--- config.mk ---
export PLATFORM = sky130hd
export DESIGN_NAME = seq_detector_param
export DESIGN_NICKNAME = d
export VERILOG_FILES = /design/src/rtl/seq_detector_param.sv
export SDC_FILE = /design/constraint.sdc
export NUM_CORES = 1
export LEC_CHECK = 0
export CORE_MARGIN = 2
export CORE_UTILIZATION = 50
export CTS_BUF_LIST = sky130_fd_sc_hd__clkbuf_8
export CTS_CLUSTER_SIZE = 30
export DETAILED_ROUTE_END_ITERATION = 12
export GPL_TIMING_DRIVEN = 0
export MAX_ROUTING_LAYER = met4
export PLACE_DENSITY = 0.77
export SYNTH_ARGS = -nofsm -noshare
export SYNTH_HDL_FRONTEND = slang
export SYNTH_SLANG_ARGS = --single-unit
--- constraint.sdc ---
create_clock -name clk -period 6.95 [get_ports clk]
set_input_delay 1.39 -clock clk [delete_from_list [all_inputs] [get_ports clk]]
set_output_delay 1.39 -clock clk [all_outputs]
set_load 0.01 [all_outputs]
--- src/rtl/seq_detector_param.sv ---
// Runtime-programmable Mealy serial-pattern detector with overlap control
// and a saturating match counter.

module seq_detector_param #(
  parameter int unsigned        MAX_LEN     = 8,
  parameter int unsigned        LEN_W       = $clog2(MAX_LEN + 1),
  parameter int unsigned        CNT_W       = 8,
  parameter logic [MAX_LEN-1:0] DEF_PATTERN = MAX_LEN'(8'b0000_1010),
  parameter int unsigned        DEF_LEN     = 4,
  parameter logic               DEF_OVERLAP = 1'b1
) (
  input  logic               clk,
  input  logic               reset,
  input  logic               cfg_load,
  input  logic [MAX_LEN-1:0] cfg_pattern,
  input  logic [LEN_W-1:0]   cfg_len,
  input  logic               cfg_overlap,
  input  logic               in_valid,
  input  logic               in,
  input  logic               cnt_clr,
  output logic               out,
  output logic [CNT_W-1:0]   match_cnt,
  output logic [LEN_W-1:0]   fill
);

  localparam int unsigned      HIST_W    = MAX_LEN - 1;
  localparam logic [LEN_W-1:0] MAX_LEN_L = LEN_W'(MAX_LEN);

  logic [MAX_LEN-1:0] pat_q, pat_d;
  logic [LEN_W-1:0]   len_q, len_d;
  logic               ovl_q, ovl_d;
  logic [HIST_W-1:0]  hist_q, hist_d;
  logic [LEN_W-1:0]   fill_q, fill_d;
  logic [CNT_W-1:0]   cnt_q, cnt_d;

  logic [MAX_LEN-1:0] win_c;
  logic [MAX_LEN-1:0] mask_c;
  logic [LEN_W-1:0]   len_m1_c;
  logic               armed_c;
  logic               hit_c;

  // Window compare: only the low len bits of window and pattern take part.
  always_comb begin
    win_c    = {hist_q, in};
    mask_c   = '0;
    for (int unsigned i = 0; i < MAX_LEN; i++) begin
      mask_c[i] = (LEN_W'(i) < len_q);
    end
    len_m1_c = len_q - LEN_W'(1);
    armed_c  = (len_q != '0) && (fill_q >= len_m1_c);
    hit_c    = armed_c && (((win_c ^ pat_q) & mask_c) == '0);
    out      = in_valid & hit_c & ~cfg_load & ~reset;
  end

  // Next-state: configuration capture, history shift and fill tracking.
  always_comb begin
    pat_d  = pat_q;
    len_d  = len_q;
    ovl_d  = ovl_q;
    hist_d = hist_q;
    fill_d = fill_q;
    if (cfg_load) begin
      pat_d  = cfg_pattern;
      len_d  = (cfg_len > MAX_LEN_L) ? MAX_LEN_L : cfg_len;
      ovl_d  = cfg_overlap;
      hist_d = '0;
      fill_d = '0;
    end else if (in_valid) begin
      hist_d = HIST_W'({hist_q, in});
      if (out) begin
        // Overlap keeps the match tail as the start of the next candidate.
        fill_d = ovl_q ? len_m1_c : '0;
      end else if (len_q == '0) begin
        fill_d = '0;
      end else if (fill_q < len_m1_c) begin
        fill_d = fill_q + LEN_W'(1);
      end else begin
        fill_d = len_m1_c;
      end
    end
  end

  // Saturating match counter; clear wins over a coincident match.
  always_comb begin
    cnt_d = cnt_q;
    if (cnt_clr) begin
      cnt_d = '0;
    end else if (out && (cnt_q != '1)) begin
      cnt_d = cnt_q + CNT_W'(1);
    end
  end

  always_ff @(posedge clk) begin
    if (reset) begin
      pat_q  <= DEF_PATTERN;
      len_q  <= LEN_W'(DEF_LEN);
      ovl_q  <= DEF_OVERLAP;
      hist_q <= '0;
      fill_q <= '0;
      cnt_q  <= '0;
    end else begin
      pat_q  <= pat_d;
      len_q  <= len_d;
      ovl_q  <= ovl_d;
      hist_q <= hist_d;
      fill_q <= fill_d;
      cnt_q  <= cnt_d;
    end
  end

  assign match_cnt = cnt_q;
  assign fill      = fill_q;

endmodule

; Word-level counts from Yosys, hierarchy flattened
; Index checks and enable logic that the tools add are counted.
[totals]
inputBits = 19
regBits = 32
word_cells = 41
output_inout_bits = 13
[classes]
mux = 5
reduce_logical = 8
n_lt_le_gt_ge = 11
bitwise = 7
addsub = 3
eq_ne = 1
[ops]
columns = cell, n
row1 = 4-bit two-way mux, 5
row2 = "3-bit by 4-bit < comparator with 1-bit output, first input constant", 4
row3 = "8-bit by 1-bit adder with 8-bit output, second input constant", 1
row4 = 8-bit bitwise AND, 1
row5 = 8-bit zero test, 1
row6 = "1-bit by 4-bit < comparator with 1-bit output, first input constant", 2
row7 = "2-bit by 4-bit < comparator with 1-bit output, first input constant", 2
row8 = "8-bit inequality test, second input constant", 1
row9 = 8-bit XOR, 1
row10 = "4-bit by 1-bit adder with 4-bit output, second input constant", 1
row11 = 4-bit greater-or-equal comparator, 1
row12 = "4-bit greater-than comparator, second input constant", 1
row13 = 4-bit zero test, 1
row14 = 4-bit < comparator, 1
row15 = 4-bit nonzero test, 1
row16 = 2-bit OR reduction, 2
row17 = "4-bit by 1-bit subtractor with 4-bit output, second input constant", 1
row18 = 1-bit bitwise AND, 3
row19 = 1-bit logical AND, 3
row20 = 1-bit NOT, 2

; Depth between registers and ports, before layout
[logic_depth]
ltp_word = 8
mapped_depth = 10
depth_no_buf = 10

; Least setup slack after synthesis
; Ideal clock, no wire load.
[synth_path]
path_type = input to output
start = input port cfg_load
end = output port out
setup_slack_ns = 3.186
stages = 6
required_ns = 5.560
t_arrival_ns = 2.374
path_buffers = 1
cell_sequence = buf_2 -> nor2_2 -> nand3_1 -> nor4_2 -> nand3_2 -> inv_2
[synth_via]
elab_chain_cells = 3
[synth_lines]
columns = element, line
row1 = start: declaration, 14  ; input logic cfg_load,
row2 = 1-bit NOT, 52  ; out = in_valid & hit_c & ~cfg_load & ~reset;
row3 = 1-bit bitwise AND (2 in a row), 52
row4 = end: declaration, 21  ; output logic out,
; No other way between the ends.

; Worst setup path after layout
[layout_path]
start = input port in_valid
end = output port out
[layout_via]
elab_chain_cells = 3
[layout_lines]
columns = element, line
row1 = start: declaration, 18  ; input logic in_valid,
row2 = 1-bit bitwise AND (3 in a row), 52
; No other way between the ends.

==> flow_metrics.tcl <==
set metrics [dict create \
    clock-skew-final_ns 0.003643 \
    grt_max_degree 11 \
    syn_inst 190 \
    finalNetCount 254 \
    area_growth_pct 26.82 \
    worst_slack_ns 2.096 \
    synth.avg_cell_area_sq_um 8.936 \
    synth.cell_area_sq_mm 0.001698 \
    die_h_um 62.28 \
    fillers 294 \
    cts_resized 0 \
    htree_num_levels 2 \
    worstPathMaxFanout 9 \
    status "completed" \
    synth-seq-area-share_pct 37.73 \
    io_pins 32 \
    routedWlPerCell_um 13.46 \
    p_per_area_mw_per_mm2 193.7 \
    final-setup-viol-count 0 \
    synthDistinctLibCells 44 \
    path_clk_slew_ns 0.07 \
    rrSetupSlack_ns 4.40 \
    crit_required_ns 5.56 \
    design.core.area_sq_mm 0.003311 \
    grt_overflow 0 \
    antenna_found_initial 0 \
    tightest_slew_ns 0.6182 \
    layout_common_cells "dfxtp_1 (32), clkdlybuf4s50_1 (29), nor2_1 (22), mux2i_1 (14), xnor2_1 (10)" \
    start_util_pct 51.28 \
    rsz0062_at_grt "false" \
    drtAntennaViolNets 0 \
    timing.slew.headroom_pct 58.78 \
    syn_nets 218 \
    worstSetupPathType "in -> out" \
    cts_buffers 5 \
    fin_cells 273 \
    crit_path_start_kind "primary input" \
    tns_ns 0 \
    insertion_delay_ns 0.28 \
    cts_sinks 32 \
    vdd_drop_max_mv 0.1637 \
    grt_usage_pct 20.74 \
    cts_tree "done" \
    hold_violations 0 \
    hp-class "reg -> reg" \
    vias 1491 \
    ys.warnings.count 0 \
    postCtsSetupBuffers 0 \
    timing.final.max_slew_violations 0 \
    drt-initial-drc-count 140 \
    fmax_mhz 206.0 \
    io_buffers 29 \
    die-area_sq_mm 0.003878 \
    hpwl_mm 2.713 \
    layout_commonest_cell "dfxtp_1" \
    synth-seq-cells 32 \
    max-clock-path-buffers 2 \
    grt_pass1_wl_mm 6.168 \
    synth_edf_count 0 \
    rows 21 \
    dr.pass1.iters 4 \
    cp-end-kind "primary output" \
    place_inst 265 \
    leakage_nw 0.8196 \
    dp_slack_ns 2.135 \
    gp_congestion 0.8476 \
    whs_ns 0.5182 \
    place_area_sq_mm 0.002046 \
    seq_area_sq_um 640.6 \
    cts-root-buf "clkbuf_8" \
    wirelength_mm 3.674 \
    grt_pass1_vias 1306 \
    cp.arrival_ns 3.46 \
    async_reset_ff_share_pct 0 \
    via_per_inst 5.462 \
    hold_buffers 0 \
    fin_crit_ns 4.854 \
    final_area_sq_mm 0.002153 \
    route.detailed.drc 0 \
    min_period_over_period_pct 69.84 \
    die_w_um 62.28 \
    maxCapViolations 0 \
    drive_above_1_share_pct 8.811 \
    multi_input_area_sq_um 975.9 \
    antenna_cells 0 \
    yosys_most_used_dff "dfxtp_1" \
]
cell usage after synthesis, types with 3 or more instances:
library cell / number / area, sq um
xnor2_1: 10 / 87.58
dfxtp_1: 32 / 640.6
inv_1: 6 / 22.52
nand2_1: 7 / 26.28
nor3_1: 6 / 30.03
nor2_1: 22 / 82.58
o21ai_0: 6 / 30.03
mux2i_1: 14 / 140.1
o22ai_1: 3 / 18.77
clkbuf_1: 5 / 18.77
a31oi_1: 3 / 18.77
nor2b_1: 4 / 25.02
or2_2: 3 / 18.77
a21oi_1: 8 / 40.04
a211o_1: 3 / 26.28
nand3_1: 8 / 40.04
ha_1: 9 / 112.6
worst max-delay path, stage by stage:
cell and delay [ns]:
clkdlybuf4s50_1 0.56, nand3_1 0.20, nor4_2 0.31, nand3_2 0.25, inv_2 0.19, clkdlybuf4s50_1 0.56
layout make-up:
cell class	count	share of cell area, %
timing repair buffer	29	13.48
buffer	11	2.557
inverter	7	1.220
clock buffer	5	3.196
tap	46	2.673
multi-input combinational	140	45.32
sequential	32	29.75
clock inverter	3	1.801
path summary, 6_finish.rpt:
check	from	cells after the start	to
worst min-delay path	match_cnt[1]	2	match_cnt[1]
worst min register to register	match_cnt[1]	2	match_cnt[1]
worst max-delay path	in_valid	6	out
worst max register to register	len_q[0]	10	fill[0]
power by group:
| part | internal, mW | switching, mW | total, mW |
|---|---|---|---|
| clock | 0.105 | 0.0678 | 0.173 |
| combinational | 0.0264 | 0.0247 | 0.0511 |
| sequential | 0.189 | 0.00460 | 0.193 |
| total | 0.320 | 0.0971 | 0.417 |
per-stage QoR:
stage          power, mW  util (%)
6_report          0.4171     65.04
3_3_place_gp      0.2475     61.79
3_5_place_dp      0.2485     61.79
5_1_grt           0.4344     65.04
2_1_floorplan     0.2293         -
4_1_cts           0.4188     65.04
state kept, by name, summed over array words and instances, names as in the netlist:
| name | cells |
|---|---|
| pat_q | 8 |
| fill | 4 |
| len_q | 4 |
| match_cnt | 8 |
| ovl_q | 1 |
| hist_q | 7 |
layer usage:
layer | vias up | wire [um] | track usage (%) | share of wire, %
met1 | 691 | 1777 | 28.13 | 48
li1 | 758 | - | - | -
met5 | - | 0 | - | 0
met4 | 0 | 57 | 9.444 | 1.6
met3 | 7 | 148 | 4.348 | 4.0
met2 | 35 | 1691 | 29.76 | 46
logic make-up (layout without fill, tap and decap cells):
| logic type | after synthesis | in the layout | share of synthesized area (%) |
|---|---|---|---|
| AO/OA/AOI/OAI | 39 | 39 | 15.70 |
| XOR/XNOR | 12 | 12 | 6.190 |
| adder cells (fa/ha/maj) | 9 | 9 | 6.632 |
| buffers and inverters | 18 | 55 | 4.790 |
| flip-flops | 32 | 32 | 37.73 |
| multiplexers | 14 | 14 | 8.253 |
| AND/OR/NAND/NOR | 66 | 66 | 20.71 |
Note: power is estimated with default switching activity, not from simulation.
